$ cat src/rtl/mem_stage.sv
// mem_stage: memory-access pipeline stage between execute and write-back.
// Holds the execute payload, captures SRAM read data, aligns loads and exports stall/forward status.
`default_nettype none

package mem_stage_pkg;
    localparam int ES_TO_MS_BUS_WD = 96;
    localparam int MS_TO_WS_BUS_WD = 86;
    localparam int STALL_BUS_WD    = 10;
    localparam int FORWARD_BUS_WD  = 33;
endpackage

module mem_stage
    import mem_stage_pkg::*;
(
    input  logic                       clk,
    input  logic                       reset,
    input  logic                       flush,
    input  logic                       ws_allowin,
    output logic                       ms_allowin,
    input  logic                       es_to_ms_valid,
    input  logic [ES_TO_MS_BUS_WD-1:0] es_to_ms_bus,
    input  logic [31:0]                data_sram_rdata,
    output logic                       ms_to_ws_valid,
    output logic [MS_TO_WS_BUS_WD-1:0] ms_to_ws_bus,
    output logic [STALL_BUS_WD-1:0]    stall_ms_bus,
    output logic [FORWARD_BUS_WD-1:0]  forward_ms_bus,
    output logic [1:0]                 ms_exc_eret_bus
);

    logic                       ms_valid_q,   ms_valid_d;
    logic                       rdata_held_q, rdata_held_d;
    logic [31:0]                rdata_buf_q,  rdata_buf_d;
    logic [ES_TO_MS_BUS_WD-1:0] bus_q,        bus_d;

    logic        w_bd;
    logic        w_exc_sys;
    logic        w_eret_flush;
    logic        w_cp0_wen;
    logic        w_res_from_cp0;
    logic [7:0]  w_cp0_addr;
    logic [6:0]  w_inst_load;
    logic        w_gr_we;
    logic [4:0]  w_dest;
    logic [31:0] w_alu_result;
    logic [31:0] w_pc;
    logic [1:0]  w_addr_lo;
    logic        w_leave;
    logic [31:0] w_rdata;
    logic [31:0] w_rdata_shr;
    logic [7:0]  w_byte;
    logic [15:0] w_half;
    logic [31:0] w_final_result;
    logic [3:0]  w_rf_we;
    logic        w_unused;

    assign w_bd           = bus_q[95];
    assign w_exc_sys      = bus_q[94];
    assign w_eret_flush   = bus_q[93];
    assign w_cp0_wen      = bus_q[92];
    assign w_res_from_cp0 = bus_q[91];
    assign w_cp0_addr     = bus_q[90:83];
    assign w_inst_load    = bus_q[81:75];
    assign w_gr_we        = bus_q[69];
    assign w_dest         = bus_q[68:64];
    assign w_alu_result   = bus_q[63:32];
    assign w_pc           = bus_q[31:0];
    assign w_addr_lo      = w_alu_result[1:0];

    // res_from_mem and the extend-op field are redundant with the one-hot load vector.
    assign w_unused = ^{bus_q[82], bus_q[74:70]};

    assign ms_allowin = !ms_valid_q || ws_allowin;
    assign w_leave    = ms_valid_q && ws_allowin;

    always_comb begin
        ms_valid_d   = ms_valid_q;
        bus_d        = bus_q;
        rdata_held_d = rdata_held_q;
        rdata_buf_d  = rdata_buf_q;

        if (flush) begin
            ms_valid_d = 1'b0;
        end else if (ms_allowin) begin
            ms_valid_d = es_to_ms_valid;
        end

        if (es_to_ms_valid && ms_allowin) begin
            bus_d = es_to_ms_bus;
        end

        // The SRAM only presents read data for one cycle; keep it while the stage is stalled.
        if (flush || w_leave) begin
            rdata_held_d = 1'b0;
        end else if (ms_valid_q && !rdata_held_q) begin
            rdata_held_d = 1'b1;
            rdata_buf_d  = data_sram_rdata;
        end
    end

    always_ff @(posedge clk or posedge reset) begin
        if (reset) begin
            ms_valid_q   <= 1'b0;
            rdata_held_q <= 1'b0;
            rdata_buf_q  <= 32'd0;
            bus_q        <= '0;
        end else begin
            ms_valid_q   <= ms_valid_d;
            rdata_held_q <= rdata_held_d;
            rdata_buf_q  <= rdata_buf_d;
            bus_q        <= bus_d;
        end
    end

    assign w_rdata     = rdata_held_q ? rdata_buf_q : data_sram_rdata;
    assign w_rdata_shr = w_rdata >> {w_addr_lo, 3'b000};
    assign w_byte      = w_rdata_shr[7:0];
    assign w_half      = w_addr_lo[1] ? w_rdata[31:16] : w_rdata[15:0];

    always_comb begin
        w_final_result = w_alu_result;
        w_rf_we        = {4{w_gr_we}};

        if (w_inst_load[6]) begin
            w_final_result = w_rdata;
            w_rf_we        = 4'b1111;
        end else if (w_inst_load[5]) begin
            w_final_result = {{24{w_byte[7]}}, w_byte};
            w_rf_we        = 4'b1111;
        end else if (w_inst_load[4]) begin
            w_final_result = {24'd0, w_byte};
            w_rf_we        = 4'b1111;
        end else if (w_inst_load[3]) begin
            w_final_result = {{16{w_half[15]}}, w_half};
            w_rf_we        = 4'b1111;
        end else if (w_inst_load[2]) begin
            w_final_result = {16'd0, w_half};
            w_rf_we        = 4'b1111;
        end else if (w_inst_load[1]) begin
            // 3-a equals ~a for a two-bit offset.
            w_final_result = w_rdata << {~w_addr_lo, 3'b000};
            w_rf_we        = 4'b1111 << ~w_addr_lo;
        end else if (w_inst_load[0]) begin
            w_final_result = w_rdata_shr;
            w_rf_we        = 4'b1111 >> w_addr_lo;
        end

        if ((|w_inst_load) && !w_gr_we) begin
            w_rf_we = 4'b0000;
        end

        // Write-back substitutes the CP0 value; pass the address through untouched.
        if (w_res_from_cp0) begin
            w_final_result = w_alu_result;
        end
    end

    assign ms_to_ws_valid = ms_valid_q;

    assign ms_to_ws_bus = {w_bd, w_exc_sys, w_eret_flush, w_cp0_wen, w_res_from_cp0,
                           w_cp0_addr, w_rf_we, w_dest, w_final_result, w_pc};

    assign stall_ms_bus = {{5{ms_valid_q && w_gr_we}}, w_dest};

    assign forward_ms_bus = {ms_valid_q && w_gr_we && !w_res_from_cp0
                             && !w_inst_load[1] && !w_inst_load[0],
                             w_final_result};

    assign ms_exc_eret_bus = {ms_valid_q && w_exc_sys, ms_valid_q && w_eret_flush};

endmodule

`default_nettype wire

$ cat config.mk
export PLATFORM = sky130hd
export DESIGN_NAME = mem_stage
export DESIGN_NICKNAME = d
export VERILOG_FILES = /design/src/rtl/mem_stage.sv
export SDC_FILE = /design/constraint.sdc
export NUM_CORES = 1
export LEC_CHECK = 0
export CORE_MARGIN = 2
export CORE_UTILIZATION = 43
export CTS_BUF_LIST = sky130_fd_sc_hd__clkbuf_8
export DETAILED_ROUTE_END_ITERATION = 8
export GPL_TIMING_DRIVEN = 0
export PLACE_DENSITY = 0.79
export SETUP_SLACK_MARGIN = 0.1
export SLEW_MARGIN = 20
export SYNTH_ARGS = -nofsm -noshare
export SYNTH_HDL_FRONTEND = slang
export SYNTH_SLANG_ARGS = --single-unit
$ cat constraint.sdc
create_clock -name clk -period 4.3 [get_ports clk]
set_clock_uncertainty 0.15 [all_clocks]
set_input_delay 1.075 -clock clk [delete_from_list [all_inputs] [get_ports clk]]
set_output_delay 1.075 -clock clk [all_outputs]
set_load 0.05 [all_outputs]
==> flow_metrics.py, run 1 <==
metrics = {
    "pwr": {
        "power_uw": 5370,
        "p_sw_uw": 2330,
        "power.internal_uw": 3050,
        "power_density_nw_per_um2": 443,
        "vdd_ir_drop_max_mv": 0.260,
        "p_comb_share_pct": 53.1,
        "p_leak_uw": 0.00501,
        "p_sw_share_pct": 43.3,
        "pwr-share-clk_pct": 18.8,
        "seq_power_share_pct": 28.1,
    },
    "global_route": {
        "use_met2_pct": 47.5,
        "grt_pass1_wl_mm": 43.5,
        "grt_pass1_vias": 7640,
        "gr-total-overflow": 0,
        "use_met3_pct": 9.74,
        "top_usage_layer": "met2",
        "grt_use_met1_pct": 35.4,
        "grt_usage_pct": 29.5,
        "grt_max_degree": 34,
        "antenna_found_initial": 0,
    },
    "die": {
        "coreArea_sq_um": 17800,
        "placementRows": 49,
        "initial_core_util_pct": 43.7,
        "die_w_microns": 139,
        "die_area_sq_um": 19200,
        "io_pins": 266,
        "die_y_microns": 139,
    },
    "worst_setup_path": {
        "critPathLaunchType": "input pin",
        "cp.depth": 9,
        "critPathBufInv": 4,
        "endpoint": "ms_to_ws_bus[49]",
        "r2r-start": "rdata_held_q",
        "worstPathMaxFanout": 5,
        "reg2regPathDepth": 6,
        "cp_cell_sequence": "buf_8 > mux4_2 > mux2_4 > and2_4 > o31ai_4 > buf_12 > a32oi_4 > buf_6 > buf_8",
        "cp.arrival_ps": 3150,
        "crit_required_ps": 3070,
        "r2r_slack_ps": 1780,
        "cpMaxStageDelayCell": "mux4_2",
        "crit_top_cell": "buf_8",
        "rr_endpoint": "rdata_buf_q[2]",
        "worst_path_dominant_cell_family": "multiplexers",
        "critPathKind": "input pin to primary output",
        "crit_start": "data_sram_rdata[31]",
        "crit_path_max_incr_delay_ps": 500,
        "end_kind": "primary output",
    },
    "sta": {
        "slew_viol_final": 0,
        "tns_ps": -638,
        "layout_setup_ws_ps": -77.0,
        "tightest_slew_ps": 949,
        "fmax_ghz": 0.228,
        "finalHoldViolCount": 0,
        "fin_crit_ps": 4380,
        "finalCritPeriodShare_pct": 102,
        "finalSetupViolCount": 12,
        "relSlewSlack_pct": 36.7,
        "hold_ws_ps": 359,
        "rsz0062_at_grt": "true",
    },
    "hold_path": {
        "min_from": "bus_q[88]",
        "hold_path.class": "flop to flop",
    },
    "cells_and_area": {
        "fin_nets": 1159,
        "drive_above_1_share_pct": 45.2,
        "design_area_sq_um": 12100,
        "n_antenna_cell": 0,
        "syn_to_final_growth_pct": 55.8,
        "fillers": 1382,
    },
    "logic_synthesis": {
        "synth.distinct_cells": 52,
        "syn_nets": 855,
        "async_reset_ff_share_pct": 100,
        "yosysSeqAreaShare_pct": 39.8,
        "ys_seq_elements": 124,
        "synth-main-ff-cell": "dfrtp_1",
        "syn_area_per_cell_sq_um": 10.8,
        "ys_warn_count": 0,
        "synth_edf_count": 0,
        "synth_area_sq_um": 7790,
        "synthCells": 722,
    },
    "clock_tree": {
        "cts_tree": "built",
        "clock_path_buffers": 2,
        "cts_sinks": 124,
        "cts-htree-levels": 4,
        "cts_buffers": 17,
        "clk_pin_slew_worst_paths_ps": 80,
        "clock_latency_ps": 450,
        "root_buffer": "clkbuf_8",
    },
    "route": {
        "finalWirelength_mm": 28.9,
        "wl_per_cell_microns": 22.8,
        "drtPass1Iterations": 6,
        "vias_per_cell": 5.84,
        "post-route-drc-count": 0,
        "vias": 7398,
        "drtIter0Drc": 712,
        "antenna_left": 0,
    },
    "status": {
        "status": "finished, violations left",
        "violations": "negative setup slack",
    },
    "placement": {
        "placed_area_sq_um": 10800,
        "hpwl_mm": 21.4,
        "io_buffers": 259,
        "gp_congestion": 1.05,
    },
    "flow_run": {
        "maxCapViolCount": 0,
    },
}
## routing by layer
layer	up-vias	wire (microns)
li1	3195	-
met1	3649	10700
met2	456	13800
met3	98	3110
met4	0	1290
met5	-	0
## cells in the mapped netlist (10+ instances only)
cell | n | area [sq um]
a221oi_1 | 10 | 87.6
buf_4 | 91 | 683
o22ai_1 | 10 | 62.6
dfrtp_1 | 124 | 3100
a2bb2oi_1 | 10 | 87.6
o21ai_0 | 17 | 85.1
nand2_1 | 49 | 184
nor2_1 | 31 | 116
clkbuf_1 | 37 | 139
a22oi_1 | 13 | 97.6
mux4_2 | 11 | 248
a21oi_1 | 26 | 130
mux2i_1 | 21 | 210
mux2_2 | 143 | 1610
## power groups by stage
| stage | sequential [uW] | combinational, uW | clock (uW) |
|---|---|---|---|
| floorplan | 1460 | 1680 | 0 |
| global placement | 1500 | 2450 | 0 |
| detailed placement | 1510 | 2480 | 0 |
| CTS | 1500 | 2660 | 1020 |
| global route | 1530 | 2960 | 1070 |
| finish | 1510 | 2850 | 1010 |
## stage by stage
step	setup WS (ps)	cells	utilization, %
floorplan	-166	722	-
global placement	-1270	1210	59.9
detailed placement	-1280	1214	60.4
CTS	-54.2	1258	65.4
global route	-90.5	1267	68.0
finish	-77.0	1267	68.0
## worst min-delay path by stage
stage                     endpoint  slack, ps  cells past startpoint
floorplan           rdata_buf_q[0]        320                      1
global placement    rdata_buf_q[1]        330                      1
detailed placement       bus_q[51]        340                      1
CTS                      bus_q[51]        360                      1
global route             bus_q[10]        380                      1
finish                   bus_q[88]        360                      1
## kinds of logic (layout without fill, tap and decap cells)
kind of cell | after synthesis | after routing | synth area share, %
AOI/OAI and AO/OA | 154 | 154 | 14.5
muxes | 176 | 176 | 26.7
DFF | 124 | 124 | 39.8
buffers and inverters | 149 | 465 | 11.8
and+or+nand+nor | 119 | 119 | 7.16
## registers in the layout, summed over array words and instances (netlist names)
name	flops
bus_q	90
ms_to_ws_valid	1
rdata_held_q	1
rdata_buf_q	32
## cells in the final DEF (no fill, tap or decap), types with 11 or more instances in the layout
cell type,Yosys,final
clkdlybuf4s50_1,0,181
mux2_2,143,137
dfrtp_1,124,124
buf_4,91,103
nand2_1,49,46
buf_6,1,40
nor2_1,31,27
buf_8,0,24
clkbuf_1,37,19
clkbuf_2,0,19
a21oi_1,26,19
clkbuf_8,0,19
buf_2,8,17
mux2i_1,21,13
o21ai_0,17,12
mux4_2,11,11
## repair_timing
item / CTS / global route
setup buffers: 13 / 9
resized for setup: 497 / 123
gates cloned: 1 / 0
endpoints found under the setup margin: 69 / 56
hold buffers: 0 / 0
pin swaps: 18 / 21
## area by class of cell
cell class | count | area [sq um] | area share, %
Buffer | 139 | 985 | 8.12
Clock buffer | 19 | 262 | 2.16
Clock inverter | 12 | 114 | 0.938
Inverter | 9 | 37.5 | 0.309
Multi-Input combinational cell | 449 | 4390 | 36.2
Sequential cell | 124 | 3100 | 25.6
Tap cell | 229 | 287 | 2.36
Timing Repair Buffer | 286 | 2960 | 24.4
(Power assumes the default switching activity.)
==> run 2, diff against run 1 <==
Settings changed: ABC_CLOCK_PERIOD_IN_PS set to 4300.
==> results of run 2 <==
No change in the layout: final DEF, timing and power equal those of run 1.
